## src/rtl/game_round_ctrl.sv

```systemverilog
// Round controller for a button-mashing game: latches a player, counts hit
// rising edges during a tick-timed round, then pulses done with the final score.
module game_round_ctrl #(
    parameter int ROUND_TICKS = 30,
    parameter int HIT_CAP     = 255
) (
    input  logic       clk,
    input  logic       clr_n,
    input  logic       start,
    input  logic       hit,
    input  logic       tick,
    input  logic [2:0] user_sel,
    output logic [7:0] enable,
    output logic [7:0] score_count,
    output logic [2:0] user_id,
    output logic [7:0] time_left,
    output logic       done,
    output logic       busy
);

    localparam logic [1:0] IDLE = 2'd0;
    localparam logic [1:0] RUN  = 2'd1;
    localparam logic [1:0] DONE = 2'd2;

    localparam logic [7:0] TICKS_INIT = 8'(ROUND_TICKS);
    localparam logic [7:0] SCORE_MAX  = 8'(HIT_CAP);

    logic [1:0] state;
    logic       hit_q;
    logic       hit_rise;

    assign hit_rise = hit & ~hit_q;

    // NOTE: all state is updated with non-blocking assignments so every
    // register sees the pre-edge values of the others within the same edge.
    always_ff @(posedge clk or negedge clr_n) begin
        if (!clr_n) begin
            state       <= IDLE;
            hit_q       <= 1'b0;
            enable      <= 8'd0;
            score_count <= 8'd0;
            user_id     <= 3'd0;
            time_left   <= 8'd0;
            done        <= 1'b0;
            busy        <= 1'b0;
        end else begin
            // Tracking hit every cycle also primes the edge detector on start.
            hit_q <= hit;
            done  <= 1'b0;
            case (state)
                IDLE: begin
                    if (start) begin
                        state       <= RUN;
                        user_id     <= user_sel;
                        score_count <= 8'd0;
                        time_left   <= TICKS_INIT;
                        enable      <= 8'd1 << user_sel;
                        busy        <= 1'b1;
                    end
                end
                RUN: begin
                    if (hit_rise && (score_count < SCORE_MAX)) begin
                        score_count <= score_count + 8'd1;
                    end
                    if (tick) begin
                        time_left <= time_left - 8'd1;
                        if (time_left == 8'd1) begin
                            state  <= DONE;
                            enable <= 8'd0;
                            done   <= 1'b1;
                        end
                    end
                end
                DONE: begin
                    state <= IDLE;
                    busy  <= 1'b0;
                end
                default: begin
                    state  <= IDLE;
                    enable <= 8'd0;
                    busy   <= 1'b0;
                end
            endcase
        end
    end

endmodule

```

## config.mk

```make
export PLATFORM = sky130hd
export DESIGN_NAME = game_round_ctrl
export DESIGN_NICKNAME = d
export VERILOG_FILES = /design/src/rtl/game_round_ctrl.sv
export SDC_FILE = /design/constraint.sdc
export NUM_CORES = 1
export LEC_CHECK = 0
export BUFFER_PORTS_ARGS = -buffer_cell sky130_fd_sc_hd__buf_2
export CAP_MARGIN = 20
export CORE_ASPECT_RATIO = 0.5
export CORE_MARGIN = 4
export CORE_UTILIZATION = 45
export CTS_CLUSTER_DIAMETER = 100
export DETAILED_ROUTE_END_ITERATION = 10
export PLACE_DENSITY = 0.69
export RECOVER_POWER = 50
export SLEW_MARGIN = 10
export SYNTH_ARGS = -nofsm -noshare
export SYNTH_HDL_FRONTEND = slang
export SYNTH_SLANG_ARGS = --single-unit
```

## constraint.sdc

```tcl
create_clock -name clk -period 3.9 [get_ports clk]
set_input_delay 0.39 -clock clk [delete_from_list [all_inputs] [get_ports clk]]
set_output_delay 0.39 -clock clk [all_outputs]
set_load 0.005 [all_outputs]
```

==> results.cfg, run 1 <==
[worst_setup_path]
r2r-start = score_count[0]
crit_path_cell_trace = ha_1 > nand3_1 > o21ai_1 > mux2_2 > a21o_1
slowest_delay_ps = 770
critPathSlowestCell = o21ai_1
critPathLaunch = score_count[0]
r2r_cells = 5
critPathCaptureType = flip-flop
crit_buf_inv = 0
cp-endpoint = score_count[4]
cp_data_arrival_time_ps = 2430
startpoint_type = flip-flop
crit_family = compound AO/OA/AOI/OAI gates
cp_max_fo = 15
cp.required_ps = 4070
r2r_end = score_count[4]
crit_type = flip-flop to flip-flop
critical_path_cell_count = 5
rrSetupSlack_ps = 1640

[global_route]
grt_max_degree = 33
grt_pass1_vias = 1304
overflow = 0
grt_use_total_pct = 16.7
antenna_found_initial = 0
grt_pass1_wl_mm = 6.04

[timing]
rsz0062_at_grt = false
slew_viol_final = 33
worst_pin_slew_ps = 1700
relSlewSlack_pct = -13.3
max_freq_ghz = 0.442
hold_viol = 0
timing.final.crit_share_pct = 58.0
setup_viol = 0
layout_min_cycle_time_ps = 2260
final.setup_skew_ps = 7.14
tns_ps = 0

[clock_network]
root_buffer = clkbuf_8
h-tree-depth = 2
ctsHoldBuffers = 0
ctsResizeCount = 0
clk_pin_slew_ps = 70
cts_tree = done
clkSinkCount = 32
cts_made_buffers = 5
post_cts_buffers = 0
worstSkewPairLatency_ps = 280
clockBufferDepth = 2

[min_path]
holdPathStages = 1
hold_class = input pin to flip-flop

[synth]
synth_warnings = 0
synth.area.top_cells = dfrtp_1 (51%), nand2_1 (5.5%), o21ai_0 (4.8%)
netlist.area_leader.share_pct = 50.9
ys_ff_latch = 32
ys_seq_area_share_pct = 50.9
synth_top_cell_by_area = dfrtp_1
yosysUniqueCellTypes = 36
syn_area_um2 = 1570
avgSynthCellArea_um2 = 9.42
synthCells = 167
synth_fp_nets = 178

[power]
power_per_cell_area_nw_per_um2 = 619
p_sw_share_pct = 35.4
power.switching_uw = 411
intPower_uw = 749
max-vdd-ir-drop_mv = 0.299
comb_power_share_pct = 31.3
leakagePower_uw = 0.000866
pwr-share-clk_pct = 22.2
pwr-share-seq_pct = 46.6

[outcome]
violations = max-capacitance violations, max-slew violations
status = complete, but fails checks

[drt]
wl_mm = 3.34
drt_iter0_drc = 69
viasPerCell = 5.13
drc_errors = 0
drt_pass1_iterations = 4
dr_total_vias = 1297
drt-wirelength-per-cell_um = 13.2
detail-route-antenna-nets = 0

[die]
dieArea_um2 = 4560
start_util_pct = 49.6
die_w_um = 91.6
die_y_um = 49.8
io_pins = 37
core_region_area_um2 = 3170
fp-row-count = 14

[place]
post_dp_cell_area_um2 = 1790
gp_congestion = 0.798
hpwl_mm = 2.39
io_buffers = 36
placedCellCount = 245

[layout]
stdcell_count = 253
area_growth_pct = 19.0
drive_above_1_share_pct = 22.9
final_nets = 215
diodes = 0
stdcell_area_um2 = 1870

[flow_run]
drv_cap = 1
-- per-layer routing --
metal | track usage (%) | share of wire [%]
met5 | 0 | 0
met1 | 21.1 | 49
met4 | 5.25 | 0.36
met2 | 27.2 | 46
met3 | 5.62 | 5.3
-- flip-flops by register name, summed over array words and instances (netlist names) --
| name | cells |
|---|---|
| score_count | 8 |
| enable | 8 |
| user_id | 3 |
| hit_q | 1 |
| time_left | 8 |
| busy | 1 |
| state | 2 |
| done | 1 |
-- placed cells by master (no fill, tap or decap), types with 6 or more instances in the layout --
cell type   n
clkbuf_1    9
nand3_1     9
inv_1      13
dfrtp_1    32
clkbuf_8    6
nor2_1     11
buf_2      27
nand2_1    23
o21ai_0    15
-- worst min-delay path by stage --
stage | from | end
3_5_place_dp | user_id[1] | user_id[1]
6_report | hit | hit_q
2_1_floorplan | clr_n | busy
5_1_grt | hit | hit_q
3_3_place_gp | user_id[0] | user_id[0]
4_1_cts | clr_n | enable[7]
-- power by group through the flow --
stage,Combinational [uW],Sequential [uW],Clock (uW)
floorplan,217,532,0
global placement,365,537,0
detailed placement,378,543,0
CTS,379,539,266
global route,424,559,285
finish,363,540,257
-- stage by stage --
| step | hold slack, ps | setup WS (ps) | util, % | power (uW) |
|---|---|---|---|---|
| floorplan | 94.4 | 1990 | - | 750 |
| global placement | 454 | 1790 | 56.5 | 902 |
| detailed placement | 458 | 1670 | 56.5 | 920 |
| CTS | 181 | 1650 | 59.4 | 1180 |
| global route | 220 | 1440 | 59.0 | 1270 |
| finish | 231 | 1640 | 59.0 | 1160 |
-- final cells by class --
| cell class | count | area [um^2] |
|---|---|---|
| clock buffers | 6 | 82.6 |
| clock inverters | 2 | 10.0 |
| fillers | 287 | 1300 |
| inverters | 13 | 48.8 |
| multi-input cells | 116 | 701 |
| flip-flops and latches | 32 | 801 |
| well taps | 48 | 60.1 |
| repair buffers | 36 | 169 |
-- Yosys cell counts --
| cell | number |
|---|---|
| a21o_1 | 2 |
| a21oi_1 | 5 |
| a21oi_4 | 1 |
| a31o_2 | 4 |
| a31oi_1 | 1 |
| and3_1 | 2 |
| clkbuf_1 | 6 |
| dfrtp_1 | 32 |
| ha_1 | 3 |
| inv_1 | 13 |
| mux2_2 | 1 |
| mux2i_1 | 2 |
| nand2_1 | 23 |
| nand2b_1 | 3 |
| nand3_1 | 9 |
| nand4_1 | 2 |
| nor2_1 | 11 |
| nor2b_1 | 3 |
| nor3_1 | 2 |
| nor3_2 | 1 |
| nor3b_1 | 3 |
| nor4_1 | 3 |
| nor4b_1 | 1 |
| nor4bb_1 | 1 |
| o211ai_1 | 2 |
| o21ai_0 | 15 |
| o21ai_1 | 1 |
| o22ai_1 | 1 |
| o31ai_1 | 1 |
| o32ai_1 | 1 |
| or2_2 | 1 |
| or3_1 | 2 |
| or3_2 | 1 |
| or3b_2 | 1 |
| or4_4 | 2 |
| xnor2_1 | 5 |
-- cells by family after synthesis --
family          share of synthesized area [%]
xor+xnor                                 2.78
compound gates                           13.7
buf+inv                                  4.53
flops                                    50.9
simple gates                             23.7
mux                                      1.99
fa+ha+maj                                2.39
(Power assumes the default switching activity.)
==> run 2: changes to the inputs <==
PLACE_DENSITY = 0.71   (was 0.69)
clock period = 1.95 ns   (was 3.9 ns; I/O delays follow)
==> results.cfg, run 2 (synthesis results as in run 1) <==
[timing]
setup_viol = 0
layout_min_cycle_time_ps = 1870
rsz0062_at_grt = false
timing.final.crit_share_pct = 96.0
slew_viol_final = 0
max_freq_ghz = 0.534
final.setup_skew_ps = 6.68
hold_viol = 0
worst_pin_slew_ps = 797
relSlewSlack_pct = 46.9

[drt]
drc_errors = 0
drt_pass1_iterations = 4
drt-wirelength-per-cell_um = 13.6
dr_total_vias = 1383
detail-route-antenna-nets = 0
viasPerCell = 5.18
drt_iter0_drc = 64
wl_mm = 3.64

[layout]
area_growth_pct = 25.9
drive_above_1_share_pct = 25.6
diodes = 0
top_regs = enable: 8 flops, score_count: 8 flops, time_left: 8 flops
mostFrequentLayoutCell = dfrtp_1
layout_common_cells = dfrtp_1 (32), nand2_1 (23), buf_2 (23)
final_nets = 229
final.fill_count = 268
post-route-util_pct = 62.5

[die]
die_w_um = 91.6
start_util_pct = 49.6
fp-row-count = 14
dieArea_um2 = 4560
die_y_um = 49.8
io_pins = 37
core_region_area_um2 = 3170

[power]
max-vdd-ir-drop_mv = 0.631
leakagePower_uw = 0.000918
power_per_cell_area_nw_per_um2 = 1230
power_uw = 2430

[clock_network]
cts_tree = done
clkSinkCount = 32
clockBufferDepth = 2
clk_pin_slew_ps = 60
worstSkewPairLatency_ps = 280
cts_made_buffers = 5
root_buffer = clkbuf_8
h-tree-depth = 2

[worst_setup_path]
crit_family = simple AND/OR/NAND/NOR gates
slowest_delay_ps = 530
crit_buf_inv = 0
cp_data_arrival_time_ps = 2020
startpoint_type = flip-flop
crit_type = flip-flop to flip-flop
critPathCaptureType = flip-flop
cp.required_ps = 2100
cp_max_fo = 8
crit_top_cell = or4_4
critPathSlowestCell = or4_4
crit_path_cell_trace = or4_4 > or4_4 > a21oi_4 > o32ai_2

[global_route]
grt_use_total_pct = 17.1
grt_pass1_wl_mm = 5.98
grt_max_degree = 33
grt_pass1_vias = 1275
antenna_found_initial = 0
overflow = 0

[outcome]
status = finished clean

[place]
gp_congestion = 0.826
io_buffers = 36
hpwl_mm = 2.63

[flow_run]
drv_cap = 0

[min_path]
hold_class = input pin to flip-flop
==> run 2: final timing paths <==
kind	slack, ps	depth (start not counted)	endpoint	startpoint
setup / recovery	80	4	enable[4]	time_left[4]
hold / removal	30	1	hit_q	hit
setup reg to reg	80	4	enable[4]	time_left[4]
hold reg to reg	470	2	user_id[1]	user_id[1]
max in group asynchronous	910	2	hit_q	clr_n
min in group asynchronous	540	2	enable[6]	clr_n
==> run 2: report_power, final <==
part	switching (uW)	internal (uW)	total, uW	leakage [uW]
sequential	173	869	1040	0.000408
combinational	447	418	864	0.000464
clock	232	288	520	0.0000455
total	852	1570	2430	0.000918
==> run 2: layout make-up <==
class	instances	area (um^2)	share of cell area (%)
inverter	13	48.8	2.46
sequential	32	801	40.4
tap	48	60.1	3.03
clock buffer	8	90.1	4.55
timing repair buffer	50	273	13.8
multi-input combinational	116	708	35.8
==> run 2: timing repair <==
action | CTS | global route
hold buffers | 1 | 0
pin swaps | 1 | 3
gates resized for setup | 0 | 5
setup endpoints to repair | 1 | 4
hold endpoints to repair | 32 | 0
setup buffers | 0 | 0
==> run 2: layer usage <==
layer  wire length [um]  track usage, %
met5                  0               0
met4                 38            5.25
met3                201            6.23
met2               1670            27.0
met1               1730            22.0
==> run 2: worst register-to-register path, stage by stage, from the launching register on <==
cell and delay [ps]:
dfrtp_1 370, or4_4 530, or4_4 450, a21oi_4 280, o32ai_2 110
==> run 2: metrics by stage <==
stage                     worst slack (ps)  cell area [um^2]  instances  hold WS (ps)  setup TNS [ps]
after detailed placement             -7.78              1890        258           294           -7.78
after CTS                             19.0              1990        267          28.5               0
after global routing                  16.0              1980        267          22.4               0
after global placement                35.2              1890        258           282               0
after floorplan                       38.0              1570        167          -101               0
final                                 78.8              1980        267          32.0               0
==> run 3: changes to the inputs <==
CORE_MARGIN = 3   (was 4)
PLACE_DENSITY = 0.69   (was 0.71)
REMOVE_ABC_BUFFERS = 1   (was unset)
clock period = 2.1 ns   (was 1.95 ns; I/O delays follow)
==> results.cfg, run 3 (synthesis results as in run 1) <==
[global_route]
grt_pass1_wl_mm = 5.75
antenna_found_initial = 0
grt_pass1_vias = 1243
overflow = 0
grt_max_degree = 33
grt_use_total_pct = 18.4

[clock_network]
post_cts_buffers = 0
root_buffer = clkbuf_8
clkSinkCount = 32
cts_tree = done
worstSkewPairLatency_ps = 280
cts_made_buffers = 5
clk_pin_slew_ps = 60
ctsResizeCount = 0
clockBufferDepth = 2
ctsHoldBuffers = 0
h-tree-depth = 2

[layout]
multi_input_area_um2 = 701
mostFrequentLayoutCell = dfrtp_1
seqCellArea_um2 = 801
layout_common_cells = dfrtp_1 (32), buf_2 (28), nand2_1 (23)
final.fill_count = 290
drive_above_1_share_pct = 23.8
area_growth_pct = 19.5
final_nets = 219
top_regs = enable: 8 flops, score_count: 8 flops, time_left: 8 flops
diodes = 0

[min_path]
holdPathStages = 1
hold_class = input pin to flip-flop

[place]
hpwl_mm = 2.49
detailedPlace.worstSlack_ps = 56.8
gp_congestion = 0.772
io_buffers = 36

[worst_setup_path]
startpoint_type = flip-flop
cp_max_fo = 8
cp.required_ps = 2250
crit_path_cell_trace = or4_4 > or4_4 > a21oi_4 > o21ai_0
crit_family = simple AND/OR/NAND/NOR gates
crit_buf_inv = 0
critPathSlowestCell = or4_4
slowest_delay_ps = 560
r2r_cells = 4
crit_top_cell = or4_4
critPathCaptureType = flip-flop
critical_path_cell_count = 4
crit_type = flip-flop to flip-flop
cp_data_arrival_time_ps = 2180

[drt]
wl_mm = 3.49
viasPerCell = 5.24
drc_errors = 0
drt_iter0_drc = 58
drt_pass1_iterations = 4
drt-wirelength-per-cell_um = 13.7
detail-route-antenna-nets = 0
dr_total_vias = 1330

[power]
power_uw = 2110
leakagePower_uw = 0.000876
pwr-share-clk_pct = 19.7
pwr-share-seq_pct = 47.4
intPower_uw = 1360
p_sw_share_pct = 35.7
power.switching_uw = 751
power_per_cell_area_nw_per_um2 = 1120
max-vdd-ir-drop_mv = 0.655
comb_power_share_pct = 32.9

[die]
dieArea_um2 = 4280
io_pins = 37
core_region_area_um2 = 3170
fp-row-count = 14
die_y_um = 47.8
start_util_pct = 49.6
die_w_um = 89.6

[timing]
hold_viol = 0
slew_viol_final = 33
final.setup_skew_ps = 7.57
worst_pin_slew_ps = 1700
setup_slack_ps = 68.0
relSlewSlack_pct = -13.1
max_freq_ghz = 0.492
setup_viol = 0
layout_min_cycle_time_ps = 2030
timing.final.crit_share_pct = 96.8
rsz0062_at_grt = true

[flow_run]
drv_cap = 1

[outcome]
violations = max-capacitance violations, max-slew violations
status = complete, but fails checks
==> run 3: stage by stage <==
step           utilization (%)  setup TNS, ps  std cells  hold WS, ps  area (um^2)
6_report                  59.3              0        254         49.0         1880
5_1_grt                   59.3          -4.43        254         29.7         1880
4_1_cts                   59.6              0        254         3.75         1890
3_5_place_dp              57.4              0        249          307         1820
3_3_place_gp              57.4              0        249          304         1820
2_1_floorplan                -              0        161        -85.6         1550
==> run 3: power groups by stage <==
stage	combinational, uW	clock [uW]	sequential [uW]
floorplan	385	0	1000
global placement	691	0	1000
detailed placement	708	0	1010
CTS	716	431	997
global route	797	467	1030
finish	693	416	998
==> run 3: worst paths after layout <==
check / startpoint / endpoint / slack, ps
max: time_left[4] / enable[2] / 70
min: hit / hit_q / 50
max reg2reg: time_left[4] / enable[2] / 70
min reg2reg: user_id[1] / user_id[1] / 470
max in group asynchronous: clr_n / score_count[1] / 750
min in group asynchronous: clr_n / enable[6] / 370
==> run 3: worst reg2reg max path, stage by stage (launching register included) <==
cell and delay, ps:
dfrtp_1 420, or4_4 560, or4_4 540, a21oi_4 250, o21ai_0 130
==> run 3: cell type report <==
| cell class | instances | area share (%) |
|---|---|---|
| tap | 48 | 3.20 |
| clock buffer | 5 | 3.66 |
| sequential | 32 | 42.6 |
| inverter | 13 | 2.60 |
| multi-input combinational | 116 | 37.3 |
| timing repair buffer | 40 | 10.7 |
==> run 3: routing by layer <==
metal,vias up,track usage (%),wire [um]
li1,659,-,-
met1,632,25.4,1790
met2,34,26.6,1460
met3,5,7.73,191
met4,0,5.64,44
met5,-,0,0
